[config.mk]
export PLATFORM = sky130hd
export DESIGN_NAME = divisor_shift_sub
export DESIGN_NICKNAME = d
export VERILOG_FILES = /design/src/rtl/divisor_shift_sub.sv
export SDC_FILE = /design/constraint.sdc
export NUM_CORES = 1
export LEC_CHECK = 0
export CORE_UTILIZATION = 55
export DETAILED_ROUTE_END_ITERATION = 10
export DONT_BUFFER_PORTS = 1
export GPL_ROUTABILITY_DRIVEN = 0
export PLACE_DENSITY = 0.75
export SKIP_LAST_GASP = 1
export SYNTH_ARGS = -nofsm -noshare
export SYNTH_HDL_FRONTEND = slang
export SYNTH_SLANG_ARGS = --single-unit
[constraint.sdc]
create_clock -name Clk -period 4.5 [get_ports Clk]
set_clock_uncertainty 0.2 [all_clocks]
set_input_delay 0.675 -clock Clk [delete_from_list [all_inputs] [get_ports Clk]]
set_output_delay 0.675 -clock Clk [all_outputs]
set_load 0.02 [all_outputs]
[src/rtl/divisor_shift_sub.sv]
// divisor_shift_sub
// -----------------------------------------------------------------------------
// Sequential restoring divider: unsigned 2N-bit dividend / N-bit divisor,
// one shift-subtract step per clock. Companion to the shift-add multiplier:
// the same style of (2N+1)-bit accumulator with load / shift / subtract
// controls, sequenced by a four-state control FSM.
//
// Ports
//   Clk        in   1    system clock, rising edge
//   Rst        in   1    synchronous reset, active high (wins over St)
//   St         in   1    start, sampled only while idle
//   Dividendo  in   2N   dividend, captured when St is accepted
//   Divisor    in   N    divisor, captured when St is accepted
//   Quociente  out  N    quotient  = ACC[N-1:0]
//   Resto      out  N    remainder = ACC[2N-1:N]
//   V          out  1    overflow / divide-by-zero, registered
//   Done       out  1    one-cycle completion pulse
//   Busy       out  1    high in every state except IDLE
//
// Timing (accepting edge = edge 0):
//   normal   : Done in the cycle after edge N+1
//   overflow : Done in the cycle after edge 1
// Quociente/Resto are only meaningful from Done until the next accepted St.
// -----------------------------------------------------------------------------
module divisor_shift_sub #(
  parameter int N = 4
) (
  input  logic           Clk,
  input  logic           Rst,
  input  logic           St,
  input  logic [2*N-1:0] Dividendo,
  input  logic [N-1:0]   Divisor,
  output logic [N-1:0]   Quociente,
  output logic [N-1:0]   Resto,
  output logic           V,
  output logic           Done,
  output logic           Busy
);

  // Iteration counter only has to reach N-1.
  localparam int CW = (N > 1) ? $clog2(N) : 1;
  localparam logic [CW-1:0] CNT_LAST = CW'(N - 1);

  typedef enum logic [1:0] {
    S_IDLE,
    S_CHECK,
    S_CALC,
    S_DONE
  } state_t;

  state_t          state, state_nx;
  logic [2*N:0]    acc, acc_nx;
  logic [N-1:0]    dreg, dreg_nx;
  logic [CW-1:0]   cnt, cnt_nx;
  logic            v, v_nx;

  // Datapath for one restoring step. The upper window is N+1 bits wide so the
  // bit shifted out of the partial remainder takes part in the compare and is
  // not lost; the difference then always fits back into N bits.
  logic [2*N:0]    shifted;
  logic [N:0]      upper;
  logic [N:0]      diff;
  logic            fits;
  logic            ovf;

  always_comb begin
    shifted = acc << 1;
    upper   = shifted[2*N:N];
    fits    = (upper >= {1'b0, dreg});
    diff    = upper - {1'b0, dreg};
    // Quotient cannot fit in N bits (covers divisor == 0 as well).
    ovf     = (acc[2*N-1:N] >= dreg);
  end

  // ---------------------------------------------------------------------------
  // State and datapath registers
  // ---------------------------------------------------------------------------
  always_ff @(posedge Clk) begin
    if (Rst) begin
      state <= S_IDLE;
      acc   <= '0;
      dreg  <= '0;
      cnt   <= '0;
      v     <= 1'b0;
    end else begin
      state <= state_nx;
      acc   <= acc_nx;
      dreg  <= dreg_nx;
      cnt   <= cnt_nx;
      v     <= v_nx;
    end
  end

  // ---------------------------------------------------------------------------
  // Next state / accumulator controls
  // ---------------------------------------------------------------------------
  always_comb begin
    state_nx = state;
    acc_nx   = acc;
    dreg_nx  = dreg;
    cnt_nx   = cnt;
    v_nx     = v;

    unique case (state)
      S_IDLE: begin
        // Outputs keep showing the previous result until a new start.
        if (St) begin
          acc_nx   = {1'b0, Dividendo};
          dreg_nx  = Divisor;
          v_nx     = 1'b0;
          state_nx = S_CHECK;
        end
      end

      S_CHECK: begin
        if (ovf) begin
          // Leave ACC untouched; the result fields are meaningless here.
          v_nx     = 1'b1;
          state_nx = S_DONE;
        end else begin
          cnt_nx   = '0;
          state_nx = S_CALC;
        end
      end

      S_CALC: begin
        // Quotient bits enter at the LSB as the remainder window slides up.
        if (fits)
          acc_nx = {diff, shifted[N-1:1], 1'b1};
        else
          acc_nx = shifted;

        if (cnt == CNT_LAST)
          state_nx = S_DONE;
        else
          cnt_nx = cnt + CW'(1);
      end

      S_DONE: begin
        state_nx = S_IDLE;
      end

      default: begin
        state_nx = S_IDLE;
      end
    endcase
  end

  // ---------------------------------------------------------------------------
  // Outputs
  // ---------------------------------------------------------------------------
  assign Quociente = acc[N-1:0];
  assign Resto     = acc[2*N-1:N];
  assign V         = v;
  assign Done      = (state == S_DONE);
  assign Busy      = (state != S_IDLE);

endmodule

After elaboration in Yosys (flattened, before gate mapping):

Cells that the tools add are included.

* register bits after elaboration: 17

* $add $sub $neg: 2
* magnitude comparators: 2
* equal/unequal tests: 9
* muxes and demuxes: 13
* reductions and logical operators: 10

Operators by type and width (number)
* 8-bit two-way mux: 2
* 8-bit one-hot mux with 2 select lines: 1
* 2-bit inequality test (second input constant): 5
* 2-bit two-way mux: 4
* 2-bit one-hot mux with 4 select lines: 1
* 2-bit nonzero test: 4
* 2-bit equality test (second input constant): 3
* 2-bit AND reduction: 3
* 3-bit AND reduction: 2
* 5-bit by 4-bit greater-or-equal comparator with 1-bit output: 1
* 4-bit greater-or-equal comparator: 1
* 2-bit one-hot mux with 2 select lines: 1
* 4-bit subtractor: 1
* 1-bit two-way mux: 3
* 2-bit by 1-bit adder with 2-bit output (second input constant): 1
* 2-bit by 1-bit equality test with 1-bit output (second input constant): 1
* 2-bit logical NOT: 1
* 1-bit one-hot mux with 2 select lines: 1

Longest topological paths before layout:

Gate-level depths: netlist of the first run.

* depth in word-level cells: 3
* depth in mapped cells: 7
* mapped depth without buffers: 7

Worst setup path after synthesis of the first run:

OpenSTA, ideal clock, no wires.

* path type: register to register
* from: register acc[3]
* to: register acc[7]
* arrival time: 1.783 ns
* path slack: 2.429 ns
* stages on the path, launching flop included: 8
* path buffers: 0
* clock period less this slack: 2.071 ns
* path through: dfxtp_1 inv_1 ha_1 inv_1 o21ai_0 a211o_1 or3_1 a311oi_2

* word-level cells in the longest chain between the ends: 3
* elaborated cells between the ends (all ways): 4
* those cells by class: add/sub (1); order compare (1); mux (2)

RTL lines
* start: declaration: line 52 `logic [2*N:0] acc, acc_nx;`
* start signal: assignment: line 87 `acc <= acc_nx;`
* 4-bit subtractor / 5-bit by 4-bit greater-or-equal comparator with 1-bit output (equally long branches): line 70, 69
* 8-bit two-way mux *: line 128 `if (fits)`
* 8-bit one-hot mux with 2 select lines *: line 104 `unique case (state)`

Every way passes the cells marked *; elsewhere a longest branch is shown, timed or not.
A chain may end at the register's enable or synchronous reset.

Worst setup path in the final report of the first run:

* from: register state[0]
* to: register acc[5]

* word-level cells in the longest chain between the ends: 3
* elaborated cells between the ends (all ways): 6
* those cells by class: eq/ne (2); mux (1); reduce/logical (3)

RTL lines
* start: declaration: line 51 `state_t state, state_nx;`
* start signal: assignment: line 86 `state <= state_nx;`
* 2-bit equality test / 2-bit logical NOT (equally long branches): line 104
* 2-bit nonzero test (no line) / 2-bit inequality test (equally long branches)
* 2-bit AND reduction (no line)

Several ways; a longest one is shown, not always the timed one.

==> results.yml, run 1 <==
status:
  status: "finished, final reports clean"
synth:
  synth_seq_cells: 17
  yosysSeqAreaShare: 0.313
  ys_types: 37
  synth_nets: 160
  synthAdderAreaFrac: 0.179
  ys.flop_type: "dfxtp_1"
  syn_area_per_cell_sq_um: 8.37
  syn_area_sq_um: 1090
  synth-edff-count: 0
  syn_inst: 130
  yosys_warnings: 0
  synth_compound_area_frac: 0.220
  synth_xor_area_frac: 0.0161
  synthMuxAreaShare: 0.0460
  synthArstFlopShare: 0
  synth_top_family_by_area: "compound AO/OA/AOI/OAI gates"
  synth_simple_gate_area_frac: 0.177
placement:
  dpl.hpwl_um: 1690
  place_area_sq_um: 1100
  place_inst: 151
  port_buffers: 0
  place_ws_ns: 2.11
clock_tree:
  tritoncts: "done"
  cts-root-buf: "clkbuf_4"
  cts_resized: 0
  clock_latency_ns: 0.31
  cts_buffer_depth: 2
  hold_buffers: 0
  numClockSinks: 17
  cts_buffers: 3
  htreeDepth: 1
  post_cts_buffers: 0
  clk_pin_slew_ns: 0.11
routing:
  vias_per_cell: 5.89
  ant_nets: 0
  dr_wl_met3_um: 110
  drtIter0Drc: 15
  drt-total-wl_um: 2240
  wl_per_cell_um: 14.4
  vias: 913
  wirelength_met1_um: 1090
  met2_length_um: 999
  drc: 0
  maxUsedRoutingLayer: "met4"
  dr.pass1.iters: 4
hold_path:
  hold_depth: 1
  hp-start: "Rst"
  holdPathEnd: "cnt[1]"
  hold_class: "in -> reg"
timing:
  setup_violations: 0
  slew_headroom: 0.565
  tightest_slew_ns: 0.648
  tns_ns: 0
  finalHoldViolations: 0
  rsz0062_at_grt: "false"
  period_needed_ns: 2.44
  finalMaxSlewViolations: 0
  fin_crit_sh: 0.543
  setup_ws_ns: 2.06
  whs_ns: 0.217
  clock.fmax_mhz: 409
floorplanning:
  core.rowCount: 15
  core_area_sq_um: 1780
  io_pins: 26
  die_y_um: 46.5
  start_util: 0.611
  die_w_um: 46.5
  die-area_sq_um: 2160
layout:
  fin_cells: 155
  final_cell_area_sq_um: 1130
  num-fill-cells: 166
  multi_input_area_sq_um: 694
  area_delta_synth_final_pct: 3.91
  mostFrequentLayoutCell: "dfxtp_1"
  fin_nets: 161
  ff_latch_area_sq_um: 340
  fin_util: 0.634
  layout-drive-gt1-share: 0.0538
  diodes: 0
  most-common-layout-cells: "17 x dfxtp_1, 14 x ha_1, 13 x nor2_1"
global_route:
  globalRouteTotalUtil: 0.218
  grt-ovfl-total: 0
  grt_pass1_wl_um: 3350
  antenna_found_initial: 0
  grt_max_degree: 18
  grt_pass1_vias: 783
worst_setup_path:
  critPathBufInv: 2
  arrival_ns: 2.45
  crit_fanout: 15
  worstPathCellList: "inv_1 > ha_1 > inv_2 > o21ai_1 > nor2_1 > a311oi_1"
  critPathTopFamily: "compound AO/OA/AOI/OAI gates"
  worstPathRequired_ns: 4.51
  start_kind: "flop"
  rrSetupSlack_ns: 2.06
  critPathSlowestCell: "o21ai_1"
  rr_endpoint: "acc[5]"
  r2r_cells: 6
  worstSetupPathType: "reg -> reg"
  r2r_start: "state[0]"
  slowest_delay_ns: 0.58
  crit_path_end_kind: "flop"
pwr:
  power_leakage_nw: 0.448
  power_density_nw_per_um2: 744
  fin_total_pwr_uw: 841
  irDropWorstVdd_mv: 0.544
job:
  drv_cap: 0
[per-layer routing]
layer / vias up / global-route usage
met4: 0 / 0.0882
li1: 467 / -
met1: 418 / 0.290
met5: - / 0
met3: 5 / 0.0431
met2: 23 / 0.339
[Yosys cell counts, drive strengths merged, types with 2 or more instances]
cell / number / area share
nor4: 2 / 0.011
clkbuf: 2 / 0.0069
nor2: 13 / 0.045
or3: 3 / 0.017
a211oi: 3 / 0.021
a311oi: 3 / 0.030
nand2: 9 / 0.031
buf: 2 / 0.0080
a21oi: 12 / 0.055
dfxtp: 17 / 0.31
a21o: 2 / 0.014
mux2i: 5 / 0.046
nand3: 8 / 0.037
a31oi: 2 / 0.011
ha: 14 / 0.16
inv: 10 / 0.034
a211o: 2 / 0.016
o21ai: 6 / 0.028
[sequential cells by signal (all words and copies together), names as in the netlist]
signal / count
acc: 8
dreg: 4
cnt: 2
state: 2
V: 1
[area by class of cell]
| type | count | area share |
|---|---|---|
| multi-input cells | 99 | 0.614 |
| flip-flops and latches | 17 | 0.301 |
| inverters | 10 | 0.0332 |
| well taps | 25 | 0.0277 |
| clock buffers | 3 | 0.0199 |
| clock inverters | 1 | 0.00442 |
[cell families (layout without fill, tap and decap cells)]
family	count (synthesis)	count (layout)
AOI/OAI and AO/OA	36	36
muxes	5	5
and+or+nand+nor	41	41
adders and majority gates	15	15
buffers and inverters	14	14
xor gates and xnor gates	2	2
DFF	17	17
[report_power, final]
part           total [mW]  switching [mW]  internal [mW]
sequential          0.291          0.0914          0.199
clock              0.0868          0.0535         0.0332
combinational       0.464           0.277          0.187
total               0.841           0.422          0.420
[worst max path at each step]
| stage | startpoint | to | slack, ns | cells past startpoint |
|---|---|---|---|---|
| 5_1_grt | state[0] | acc[5] | 1.83 | 6 |
| 2_1_floorplan | acc[3] | acc[7] | 2.43 | 7 |
| 4_1_cts | state[0] | acc[7] | 2.09 | 6 |
| 3_5_place_dp | state[0] | acc[7] | 2.11 | 6 |
| 6_report | state[0] | acc[5] | 2.06 | 6 |
| 3_3_place_gp | state[0] | acc[5] | 2.19 | 6 |
Power figures use the tool's default switching activity.
==> inputs of run 2 (changes only) <==
clock period = 2.3 ns   (was 4.5 ns; I/O delays follow)
==> results.yml, run 2 (synthesized netlist as in run 1, its figures left out) <==
status:
  status: "finished, final reports clean"
clock_tree:
  tritoncts: "done"
  numClockSinks: 17
  htreeDepth: 1
  cts-root-buf: "clkbuf_4"
  clk_pin_slew_ns: 0.11
  clock_latency_ns: 0.30
  post_cts_buffers: 0
  cts_buffers: 3
  cts_buffer_depth: 2
worst_setup_path:
  worstSetupPathType: "reg -> reg"
  crit_path_end_kind: "flop"
  arrival_ns: 2.11
  start_kind: "flop"
  worstPathRequired_ns: 2.32
  crit_fanout: 9
placement:
  dpl.hpwl_um: 1820
  port_buffers: 0
  place_ws_ns: 0.209
global_route:
  grt-ovfl-total: 0
  antenna_found_initial: 0
  grt_max_degree: 18
  grt_pass1_wl_um: 3760
  globalRouteTotalUtil: 0.245
  grt_pass1_vias: 869
layout:
  most-common-layout-cells: "17 x dfxtp_1, 14 x ha_1, 13 x nor2_1"
  largest_reg_flops: 8
  area_delta_synth_final_pct: 15.6
  fin_nets: 175
  max_flop_register: "acc"
  num-fill-cells: 149
  reg_top3: "acc: 8 flops, dreg: 4 flops"
  mostFrequentLayoutCell: "dfxtp_1"
  layout-drive-gt1-share: 0.0903
  ff_latch_area_sq_um: 340
  diodes: 0
  multi_input_area_sq_um: 698
routing:
  drc: 0
  vias_per_cell: 6.15
  wirelength_met1_um: 1140
  met2_length_um: 1180
  dr.pass1.iters: 4
  dr_wl_met3_um: 155
  ant_nets: 0
  vias: 1039
  maxUsedRoutingLayer: "met4"
  drtIter0Drc: 41
  wl_per_cell_um: 14.8
  drt-total-wl_um: 2510
timing:
  finalHoldViolations: 0
  period_needed_ns: 2.10
  fin_crit_sh: 0.911
  slew_headroom: 0.552
  finalMaxSlewViolations: 0
  tightest_slew_ns: 0.670
  setup_ws_ns: 0.205
  clock.fmax_mhz: 477
  rsz0062_at_grt: "false"
  setup_violations: 0
  tns_ns: 0
floorplanning:
  die_y_um: 46.5
  start_util: 0.611
  core.rowCount: 15
  core_area_sq_um: 1780
  io_pins: 26
  die_w_um: 46.5
  die-area_sq_um: 2160
job:
  drv_cap: 0
pwr:
  power_leakage_nw: 0.507
  irDropWorstVdd_mv: 0.665
  power_density_nw_per_um2: 1400
hold_path:
  hold_class: "in -> reg"
[run 2: final timing paths]
kind / from / end / slack, ns / depth (start not counted)
max: dreg[1] / acc[7] / 0.20 / 6
min: St / dreg[2] / 0.02 / 2
max reg2reg: dreg[1] / acc[7] / 0.20 / 6
min reg2reg: dreg[3] / dreg[3] / 0.28 / 2
[run 2: metal layers]
layer	vias to the layer above	global-route usage
li1	497	-
met1	490	0.329
met2	46	0.364
met3	6	0.0549
met4	0	0.118
met5	-	0
[run 2: report_power, final]
group | switching [mW] | internal (mW)
sequential | 0.131 | 0.390
combinational | 0.632 | 0.438
clock | 0.0971 | 0.0675
[run 2: area by class of cell]
type	instances	area share
sequential	17	0.270
inverter	10	0.0298
multi-input combinational	99	0.555
timing repair buffer	14	0.0994
clock buffer	4	0.0209
tap	25	0.0249
[run 2: worst max-delay path, cell delays in order (launching register included)]
cell and delay, ns:
dfxtp_1 0.35, inv_1 0.09, ha_1 0.30, o21ai_0 0.08, a211o_1 0.37, or3_1 0.39, a311oi_2 0.24
[run 2: repair_timing]
item	in CTS	in global routing
setup endpoints to repair	0	1
hold buffers	7	1
hold endpoints to repair	17	1
resized for setup	0	1
[run 2: per-stage QoR]
step | power, mW | utilization | hold WS, ns | instance area [sq um] | instances
global placement | 1.50 | 0.644 | 0.215 | 1150 | 157
floorplan | 1.29 | - | 0.236 | 1090 | 130
finish | 1.76 | 0.706 | 0.0163 | 1260 | 169
CTS | 1.74 | 0.698 | 0.0000331 | 1240 | 168
detailed placement | 1.55 | 0.644 | 0.219 | 1150 | 157
global route | 1.89 | 0.706 | 0.0125 | 1260 | 169
